--- config.mk ---
export PLATFORM = sky130hd
export DESIGN_NAME = fp_result_packer
export DESIGN_NICKNAME = d
export VERILOG_FILES = /design/src/rtl/fp_pkg.sv /design/src/rtl/fp_norm_step.sv /design/src/rtl/fp_result_packer.sv
export SDC_FILE = /design/constraint.sdc
export NUM_CORES = 1
export LEC_CHECK = 0
export CAP_MARGIN = 30
export CELL_PAD_IN_SITES_DETAIL_PLACEMENT = 0
export CELL_PAD_IN_SITES_GLOBAL_PLACEMENT = 1
export CORE_ASPECT_RATIO = 2
export CORE_MARGIN = 2
export CORE_UTILIZATION = 37
export CTS_CLUSTER_SIZE = 30
export DETAILED_ROUTE_END_ITERATION = 8
export MAX_ROUTING_LAYER = met4
export PLACE_DENSITY_LB_ADDON = 0.1
export SLEW_MARGIN = 15
export SYNTH_ARGS = -nofsm -noshare
export SYNTH_HDL_FRONTEND = slang
export SYNTH_SLANG_ARGS = --single-unit
--- constraint.sdc ---
create_clock -name clk -period 2.1 [get_ports clk]
set_input_delay 0.315 -clock clk [delete_from_list [all_inputs] [get_ports clk]]
set_output_delay 0.315 -clock clk [all_outputs]
set_load 0.01 [all_outputs]
--- src/rtl/fp_pkg.sv ---
// Shared types and constants for the FP adder result packer.
// Optional flush-to-zero of denormals is enabled with FP_PACK_FTZ_EN.
package fp_pkg;

  localparam int EXP_W    = 8;
  localparam int MAN_W    = 24;
  localparam int EXP_BIAS = 127;

  localparam logic [EXP_W-1:0] EXP_INF = 8'hFF;

  typedef enum logic [1:0] {
    ST_IDLE,
    ST_NORM,
    ST_DONE
  } pack_state_e;

  localparam int FLG_OVF  = 2;
  localparam int FLG_UNF  = 1;
  localparam int FLG_ZERO = 0;

endpackage

--- src/rtl/fp_norm_step.sv ---
// One renormalization step: first matching rule wins.
// FP_PACK_FTZ_EN turns denormal results into signed zero.
module fp_norm_step
  import fp_pkg::*;
(
  input  logic             sign_i,
  input  logic [EXP_W:0]   exp_i,
  input  logic             carry_i,
  input  logic [MAN_W-1:0] mant_i,
  output logic             sign_o,
  output logic [EXP_W:0]   exp_o,
  output logic             carry_o,
  output logic [MAN_W-1:0] mant_o,
  output logic             done_o,
  output logic [2:0]       flags_o
);

  localparam logic [EXP_W:0] EXP_TOP = {1'b0, EXP_INF};
  localparam logic [EXP_W:0] EXP_ONE = 9'd1;

  always_comb begin
    sign_o  = sign_i;
    exp_o   = exp_i;
    carry_o = carry_i;
    mant_o  = mant_i;
    done_o  = 1'b0;
    flags_o = 3'b000;
    priority case (1'b1)
      (exp_i >= EXP_TOP): begin
        exp_o            = EXP_TOP;
        mant_o           = '0;
        carry_o          = 1'b0;
        done_o           = 1'b1;
        flags_o[FLG_OVF] = 1'b1;
      end
      carry_i: begin
        mant_o  = {1'b1, mant_i[MAN_W-1:1]};
        exp_o   = exp_i + EXP_ONE;
        carry_o = 1'b0;
      end
      (mant_i == '0): begin
        sign_o            = 1'b0;
        exp_o             = '0;
        done_o            = 1'b1;
        flags_o[FLG_ZERO] = 1'b1;
      end
      mant_i[MAN_W-1]: begin
        done_o = 1'b1;
      end
      (exp_i == EXP_ONE): begin
        // Exponent field 0 marks the denormal; the frac keeps the mantissa.
        exp_o            = '0;
        done_o           = 1'b1;
        flags_o[FLG_UNF] = 1'b1;
`ifdef FP_PACK_FTZ_EN
        mant_o            = '0;
        flags_o[FLG_ZERO] = 1'b1;
`endif
      end
      default: begin
        mant_o = {mant_i[MAN_W-2:0], 1'b0};
        exp_o  = exp_i - EXP_ONE;
      end
    endcase
  end

endmodule

--- src/rtl/fp_result_packer.sv ---
// Iterative normalizer/packer for the FP adder output (IEEE single).
// FP_PACK_FTZ_EN selects flush-to-zero for denormal results.
module fp_result_packer
  import fp_pkg::*;
(
  input  logic             clk,
  input  logic             rst,
  input  logic             in_valid,
  output logic             in_ready,
  input  logic             in_sign,
  input  logic [EXP_W-1:0] in_exp,
  input  logic             in_carry,
  input  logic [MAN_W-1:0] in_mant,
  output logic             out_valid,
  input  logic             out_ready,
  output logic [31:0]      out_word,
  output logic [2:0]       out_flags
);

  pack_state_e      state_q, state_d;
  logic             sign_q, sign_d;
  logic [EXP_W:0]   exp_q, exp_d;
  logic             carry_q, carry_d;
  logic [MAN_W-1:0] mant_q, mant_d;
  logic             vld_q, vld_d;
  logic [31:0]      word_q, word_d;
  logic [2:0]       flags_q, flags_d;

  logic             st_sign;
  logic [EXP_W:0]   st_exp;
  logic             st_carry;
  logic [MAN_W-1:0] st_mant;
  logic             st_done;
  logic [2:0]       st_flags;

  fp_norm_step u_step (
    .sign_i  (sign_q),
    .exp_i   (exp_q),
    .carry_i (carry_q),
    .mant_i  (mant_q),
    .sign_o  (st_sign),
    .exp_o   (st_exp),
    .carry_o (st_carry),
    .mant_o  (st_mant),
    .done_o  (st_done),
    .flags_o (st_flags)
  );

  always_comb begin
    state_d = state_q;
    sign_d  = sign_q;
    exp_d   = exp_q;
    carry_d = carry_q;
    mant_d  = mant_q;
    vld_d   = vld_q;
    word_d  = word_q;
    flags_d = flags_q;
    unique case (state_q)
      ST_IDLE: begin
        if (in_valid) begin
          sign_d  = in_sign;
          // A zero biased exponent is treated as the denormal scale 1.
          exp_d   = (in_exp == '0) ? 9'd1 : {1'b0, in_exp};
          carry_d = in_carry;
          mant_d  = in_mant;
          state_d = ST_NORM;
        end
      end
      ST_NORM: begin
        sign_d  = st_sign;
        exp_d   = st_exp;
        carry_d = st_carry;
        mant_d  = st_mant;
        if (st_done) begin
          vld_d   = 1'b1;
          word_d  = {st_sign, st_exp[EXP_W-1:0], st_mant[MAN_W-2:0]};
          flags_d = st_flags;
          state_d = ST_DONE;
        end
      end
      ST_DONE: begin
        if (out_ready) begin
          vld_d   = 1'b0;
          state_d = ST_IDLE;
        end
      end
      default: state_d = ST_IDLE;
    endcase
  end

  always_ff @(posedge clk or posedge rst) begin
    if (rst) begin
      state_q <= ST_IDLE;
      sign_q  <= 1'b0;
      exp_q   <= '0;
      carry_q <= 1'b0;
      mant_q  <= '0;
      vld_q   <= 1'b0;
      word_q  <= '0;
      flags_q <= '0;
    end else begin
      state_q <= state_d;
      sign_q  <= sign_d;
      exp_q   <= exp_d;
      carry_q <= carry_d;
      mant_q  <= mant_d;
      vld_q   <= vld_d;
      word_q  <= word_d;
      flags_q <= flags_d;
    end
  end

  assign in_ready  = (state_q == ST_IDLE);
  assign out_valid = vld_q;
  assign out_word  = word_q;
  assign out_flags = flags_q;

endmodule
======== Word-level counts from Yosys, hierarchy flattened ========
Index checks and enable logic that the tools add are counted.
operators by class
  add/sub/neg operators ................... 2
  magnitude comparators ................... 1
  eq/ne operators ......................... 8
  mux-type cells .......................... 42
  reductions and logical operators ........ 11
operators by type and width
  operator             number
  $mux 24              6
  $mux 9               6
  $pmux 24 s2          1
  $logic_not 24->1     1
  $mux 1               20
  $pmux 9 s2           1
  $reduce_and 3->1     4
  $add 9x1->9 const B  1
  $eq 9x1->1 const B   1
  $ge 9x8->1 const B   1
  $sub 9x1->9 const B  1
  $logic_not 8->1      1
  $mux 8               1
  $mux 2               3
  $ne 2x2->1 const B   3
  $pmux 1 s2           3
  $pmux 2 s3           1
  $ne 5x3->1 const B   1
  $ne 4x3->1 const B   1
  $reduce_and 2->1     2
  $reduce_bool 2->1    2
  $eq 2x1->1 const B   1
  $eq 2x2->1 const B   1
  $logic_not 2->1      1
word-level totals
  bits in registers ....................... 73
  word-level logic and storage cells ...... 74

======== Longest topological paths before layout ========
  depth in word-level cells ............... 8
  mapped depth ............................ 10

======== Modules after synthesis ========
Synthesis repeated with hierarchy kept, for this count alone.
second synthesis, totals
  cell total of the unflattened synthesis .. 480
  area, all modules ....................... 4785.8 um2
modules (own cells, without submodules)
  module            times used  cells an instance  area each (um2)  sequential area each (um2)
  fp_result_packer  1           283                3372.0           1826.8
  fp_norm_step      1           197                1413.9           0.0

======== Least setup slack after synthesis ========
Ideal clock, no wire load.
  path kind ............................... register to register
  from .................................... register exp_q[0]
  to ...................................... register mant_q[23]
  arrival ................................. 2050 ps
  path slack .............................. -75 ps
  stages on the path, launching flop included .. 10
  clock period less this slack ............ 2175 ps
  cells stage by stage .................... dfrtp_1 ha_1 nand2_1 nor3_1 ha_1 nor2_1 o31a_1 nand3_1 o31ai_1 mux2_2
between the ends
  word-level cells in the longest chain between the ends .. 7
RTL lines
  element                 RTL line                 text
  from (decl)             fp_result_packer.sv:22   logic [EXP_W:0] exp_q, exp_d;
  from (signal assigned)  fp_result_packer.sv:104  exp_q <= exp_d;
  $eq 9x1->1              fp_norm_step.sv:50       (exp_i == EXP_ONE): begin
  $mux 24 (5 in a row)    fp_norm_step.sv:28       priority case (1'b1)
  $pmux 24 s2             fp_result_packer.sv:58   unique case (state_q)
  to (signal assigned)    fp_result_packer.sv:106  mant_q <= mant_d;
  to (decl)               fp_result_packer.sv:24   logic [MAN_W-1:0] mant_q, mant_d;
Several ways; a longest one is shown, not always the timed one. The select of a mux whose other input is x is not followed.
A chain may end at the register's enable or synchronous reset.

======== Final worst setup path ========
  from .................................... register exp_q[6]
  to ...................................... register mant_q[1]
between the ends
  word-level cells in the longest chain between the ends .. 7
RTL lines
  element               RTL line
  $eq 9x1->1            fp_norm_step.sv:50
  $mux 24 (4 in a row)  fp_norm_step.sv:28
  $mux 24 (*)           fp_norm_step.sv:28
  $pmux 24 s2 (*)       fp_result_packer.sv:58
Every way passes the cells marked *; elsewhere a longest branch is shown, timed or not. The select of a mux whose other input is x is not followed.

==> run summary <==
The routability-driven placement congestion ratio is 0.8886. In this run the power spent charging and discharging nets is 5.420 mW. Of the total power, the share spent switching nets is 0.4232. The clock skew after layout is 0.006514 ns. The count of yosys warnings during synthesis is 0.

The flip-flop and latch count after synthesis is 73. The first detailed-routing pass ran for 4 iterations. The footprint of the multi-input gates is 2763 um2. The actual slew at the worst max-slew pin came out at 0.5707 ns.

CTS built an H-tree with a depth of 3. Global routing finished with a remaining overflow of 0. The half-perimeter wire length of the detailed placement result came out at 11060 um. The cell count after synthesis came out at 417. During I/O placement, the number of pins put on the boundary was 75.

The later-pin clock latency in the skew report came out at 0.34 ns. The number of hold buffers added after CTS is 0. Leaving out fill and tap cells, the most frequent cells in the layout are sky130_fd_sc_hd__buf_4, sky130_fd_sc_hd__clkdlybuf4s50_1, sky130_fd_sc_hd__dfrtp_1. The setup check on the worst reg-to-reg path leaves a slack of -0.04 ns.

The number of filler instances in the final layout came out at 917. Along the worst path, the maximum fanout reaches 6. Among all flip-flop cells after synthesis, the most frequent one is sky130_fd_sc_hd__dfrtp_1. The signal arrival time at the worst endpoint is between 2 and 2.5 ns. The run finished, with violations left.

By area the synthesized netlist is led by sky130_fd_sc_hd__dfrtp_1, sky130_fd_sc_hd__o2bb2ai_1, sky130_fd_sc_hd__nor2_1. The synthesized design spends more area on one cell type than any other, namely sky130_fd_sc_hd__dfrtp_1. The clock drives 73 sinks. The number of diodes is 0.

The per-cell via count in the routed design came out at 5.772. TritonCTS built the clock tree. Counting the buffers created by CTS gives 9. The worst setup path is captured at a flip-flop.

The die footprint came out at roughly 12000 um2. The worst hold slack after final layout came out at 0.4172 ns. The initial utilization of the core area, before any placement, comes to 0.3800. The height of the die came out at 153.5 um. The library cell used most frequently in the layout, excluding fill and tap cells, is sky130_fd_sc_hd__buf_4.

The area growth from synthesis to layout is 67.10%. The maximum operating frequency is 0.4668 GHz. The number of rows created at floorplan is 54. The via count is roughly 4.2k. The post-synthesis net count came out at 459. For this design, the slowest cell found on the critical path is sky130_fd_sc_hd__dfrtp_2. The kind of launch point of the worst setup path is a flip-flop. Max-cap violations in this run came to 0. Power spread over the standard cell area amounts to approximately 1900 nW/um2. The total detailed-routing wirelength came out at 16280 um. The share of post-route cells with drive strength above 1 came out at 0.3851. Of the total power, the clock network draws 0.133.

Summed over all cells, the static leakage comes to 2.794 nW. The number of antenna violations at the first check in global routing came out at 0. In this design, the largest share of critical-path delay is due to buffers and inverters.

The final design area excluding fillers came out at 6908 um2. The largest voltage drop on the vdd net is 1.029 mV. The minimum setup slack in the final design is -0.04214 ns. In this run the remaining antenna-violating nets after routing total 0. The sequential cell area fraction in the yosys report is 0.4419.

The final max-slew violation count came out at 0. The number of global-route vias before repair came out at 4604. The buffering stage count on the worst path with inverters included is 4.

The clock passes through at most 2 buffers. The tree is rooted in a sky130_fd_sc_hd__clkbuf_16. The net count reported at finish is 629. The placeable core region came out at 10880 um2. The cell area after synthesis came out at 4134 um2. The worst slew slack as a fraction of its limit is 0.6172. The first global-routing pass estimated around 25000 um of wire.

Setup repair after global routing could not meet its margin everywhere. The die outline width came out at roughly 79 um. The delay of the slowest cell on the worst path is roughly 0.45 ns. The proportion of netlist area held by the largest area contributor came out at 0.4419. The detailed-route DRC error count is 0. The count of final setup violators came out at 18. The area taken by flip-flops and latches is 1832 um2.

The worst path in the final design needs a cycle of 2.142 ns, including I/O delays and setup. The relative contribution of sequential cells to total power came out at 0.210. After detailed routing, the average wire length per cell comes to 22.24 um.

The overall routing resource usage is 0.2827. The number of input and output port buffers inserted came out at 74. The worst hold-check path type is input pin to async pin. The violation count after the first detailed-routing iteration is 231. The placed standard-cell area came out at 5669 um2.

After synthesis, the mean cell area works out to between 9 and 10 um2. The checks that failed: negative setup slack. The fraction of registers with async set/reset is 1.000. For the worst setup path, the data required time is about 2.3 ns. In this run, synthesis inferred 0 flip-flops with an integrated enable. The internal cell power came out at 7.386 mW.

Entering global routing, the biggest net connects 74 pins. Traced cell by cell, the critical path runs through buf_4 > nor4_4 > buf_4 > a21oi_4 > a21bo_4 > buf_6 > a221oi_4 > buf_6 > o311ai_4. The number of hold violations in the final report came out at 0. The part of the total power dissipated in combinational logic is 0.657. Clock-pin slew was measured on the worst setup and hold paths at 0.06 ns. The worst setup path is of the flip-flop to flip-flop kind. The count of different cell masters after synthesis is 65. The final cycle utilization of the critical path is 1.020.
-- cell usage after synthesis (2+ instances only) --
cell type                    n
sky130_fd_sc_hd__dfrtp_1    73
sky130_fd_sc_hd__nor2_1     40
sky130_fd_sc_hd__nand2_1    39
sky130_fd_sc_hd__nand3_1    26
sky130_fd_sc_hd__o21ai_0    18
sky130_fd_sc_hd__o2bb2ai_1  18
sky130_fd_sc_hd__o311ai_1   15
sky130_fd_sc_hd__buf_2      14
sky130_fd_sc_hd__clkbuf_1   14
sky130_fd_sc_hd__a21oi_1    11
sky130_fd_sc_hd__a211oi_1   10
sky130_fd_sc_hd__a221oi_1   10
sky130_fd_sc_hd__inv_1       9
sky130_fd_sc_hd__a221oi_2    7
sky130_fd_sc_hd__and3_1      7
sky130_fd_sc_hd__xnor2_1     7
sky130_fd_sc_hd__mux2_2      6
sky130_fd_sc_hd__nor4_1      6
sky130_fd_sc_hd__buf_6       5
sky130_fd_sc_hd__nor2b_1     5
sky130_fd_sc_hd__o311ai_0    5
sky130_fd_sc_hd__a22o_1      4
sky130_fd_sc_hd__ha_1        4
sky130_fd_sc_hd__nor3_1      4
sky130_fd_sc_hd__o211ai_1    4
sky130_fd_sc_hd__xor2_1      4
sky130_fd_sc_hd__mux2_1      3
sky130_fd_sc_hd__o2bb2ai_2   3
sky130_fd_sc_hd__o31ai_1     3
sky130_fd_sc_hd__a2111oi_0   2
sky130_fd_sc_hd__a211o_1     2
sky130_fd_sc_hd__a21o_1      2
sky130_fd_sc_hd__a221o_1     2
sky130_fd_sc_hd__o21a_1      2
sky130_fd_sc_hd__o221ai_1    2
sky130_fd_sc_hd__o22a_1      2
-- power by group through the flow --
| stage | clock [mW] | combinational, mW | sequential, mW |
|---|---|---|---|
| floorplan | 0 | 3.14 | 2.78 |
| global placement | 0 | 6.39 | 2.64 |
| detailed placement | 0 | 6.41 | 2.65 |
| CTS | 1.73 | 7.69 | 2.66 |
| global route | 1.79 | 8.93 | 2.76 |
| finish | 1.70 | 8.41 | 2.69 |
-- through the flow --
stage                     std cells  utilization  worst slack, ns  setup TNS [ns]  total power, mW
final                           732       0.6350         -0.04214         -0.4081            12.81
after global routing            732       0.6350          -0.1195          -3.465            13.49
after detailed placement        695       0.5212          -0.2569          -7.285            9.056
after floorplan                 417            -         0.008544               0            5.921
after global placement          695       0.5212          -0.2009          -4.759            9.030
after CTS                       724       0.6070          -0.1057          -2.491            12.08
-- registers in the layout, indices dropped and copies added, names as in the netlist --
| name | flops |
|---|---|
| out_flags | 3 |
| state_q | 2 |
| sign_q | 1 |
| out_valid | 1 |
| exp_q | 9 |
| mant_q | 24 |
| carry_q | 1 |
| out_word | 32 |
-- kinds of logic after synthesis --
group | Yosys count | share of synthesized area
buf+inv | 42 | 0.05145
simple gates | 142 | 0.1722
mux | 10 | 0.02694
fa+ha+maj | 5 | 0.01453
compound gates | 134 | 0.2697
xor+xnor | 11 | 0.02330
flops | 73 | 0.4419
-- area by class of cell --
cell class / instances / share of cell area
clock buffers: 12 / 0.03713
clock inverters: 4 / 0.01069
inverters: 9 / 0.005434
multi-input cells: 306 / 0.3999
flip-flops and latches: 73 / 0.2652
well taps: 140 / 0.02536
repair buffers: 188 / 0.2563
-- metal layers --
layer	up-vias	routed length, um	track usage
li1	1957	-	-
met1	2132	5574	0.2909
met2	92	9419	0.5104
met3	44	387	0.03306
met4	0	899	0.1504
met5	-	0	-
-- timing repair --
item | CTS | global route
pin swaps | 11 | 23
hold endpoints to repair | 0 | 0
gates cloned | 4 | 3
endpoints found under the setup margin | 69 | 68
setup buffers | 9 | 10
resized for setup | 85 | 56
-- worst paths after layout --
path / startpoint / end / cells after the start
worst max-delay path: exp_q[6]$_DFFE_PP0P_ / mant_q[1]$_DFFE_PP0P_ / 9
min in group clk: out_flags[2]$_DFFE_PP0P_ / out_flags[2]$_DFFE_PP0P_ / 1
worst min register to register: out_flags[2]$_DFFE_PP0P_ / out_flags[2]$_DFFE_PP0P_ / 1
worst max register to register: exp_q[6]$_DFFE_PP0P_ / mant_q[1]$_DFFE_PP0P_ / 9
max in group asynchronous: rst / exp_q[7]$_DFFE_PP0P_ / 3
worst min-delay path: rst / out_word[27]$_DFFE_PP0P_ / 3
-- worst min-delay path: stages --
cell                              delay (ns)
sky130_fd_sc_hd__clkdlybuf4s50_1        0.44
sky130_fd_sc_hd__clkinvlp_4             0.10
sky130_fd_sc_hd__buf_12                 0.31
Power figures use the tool's default switching activity.
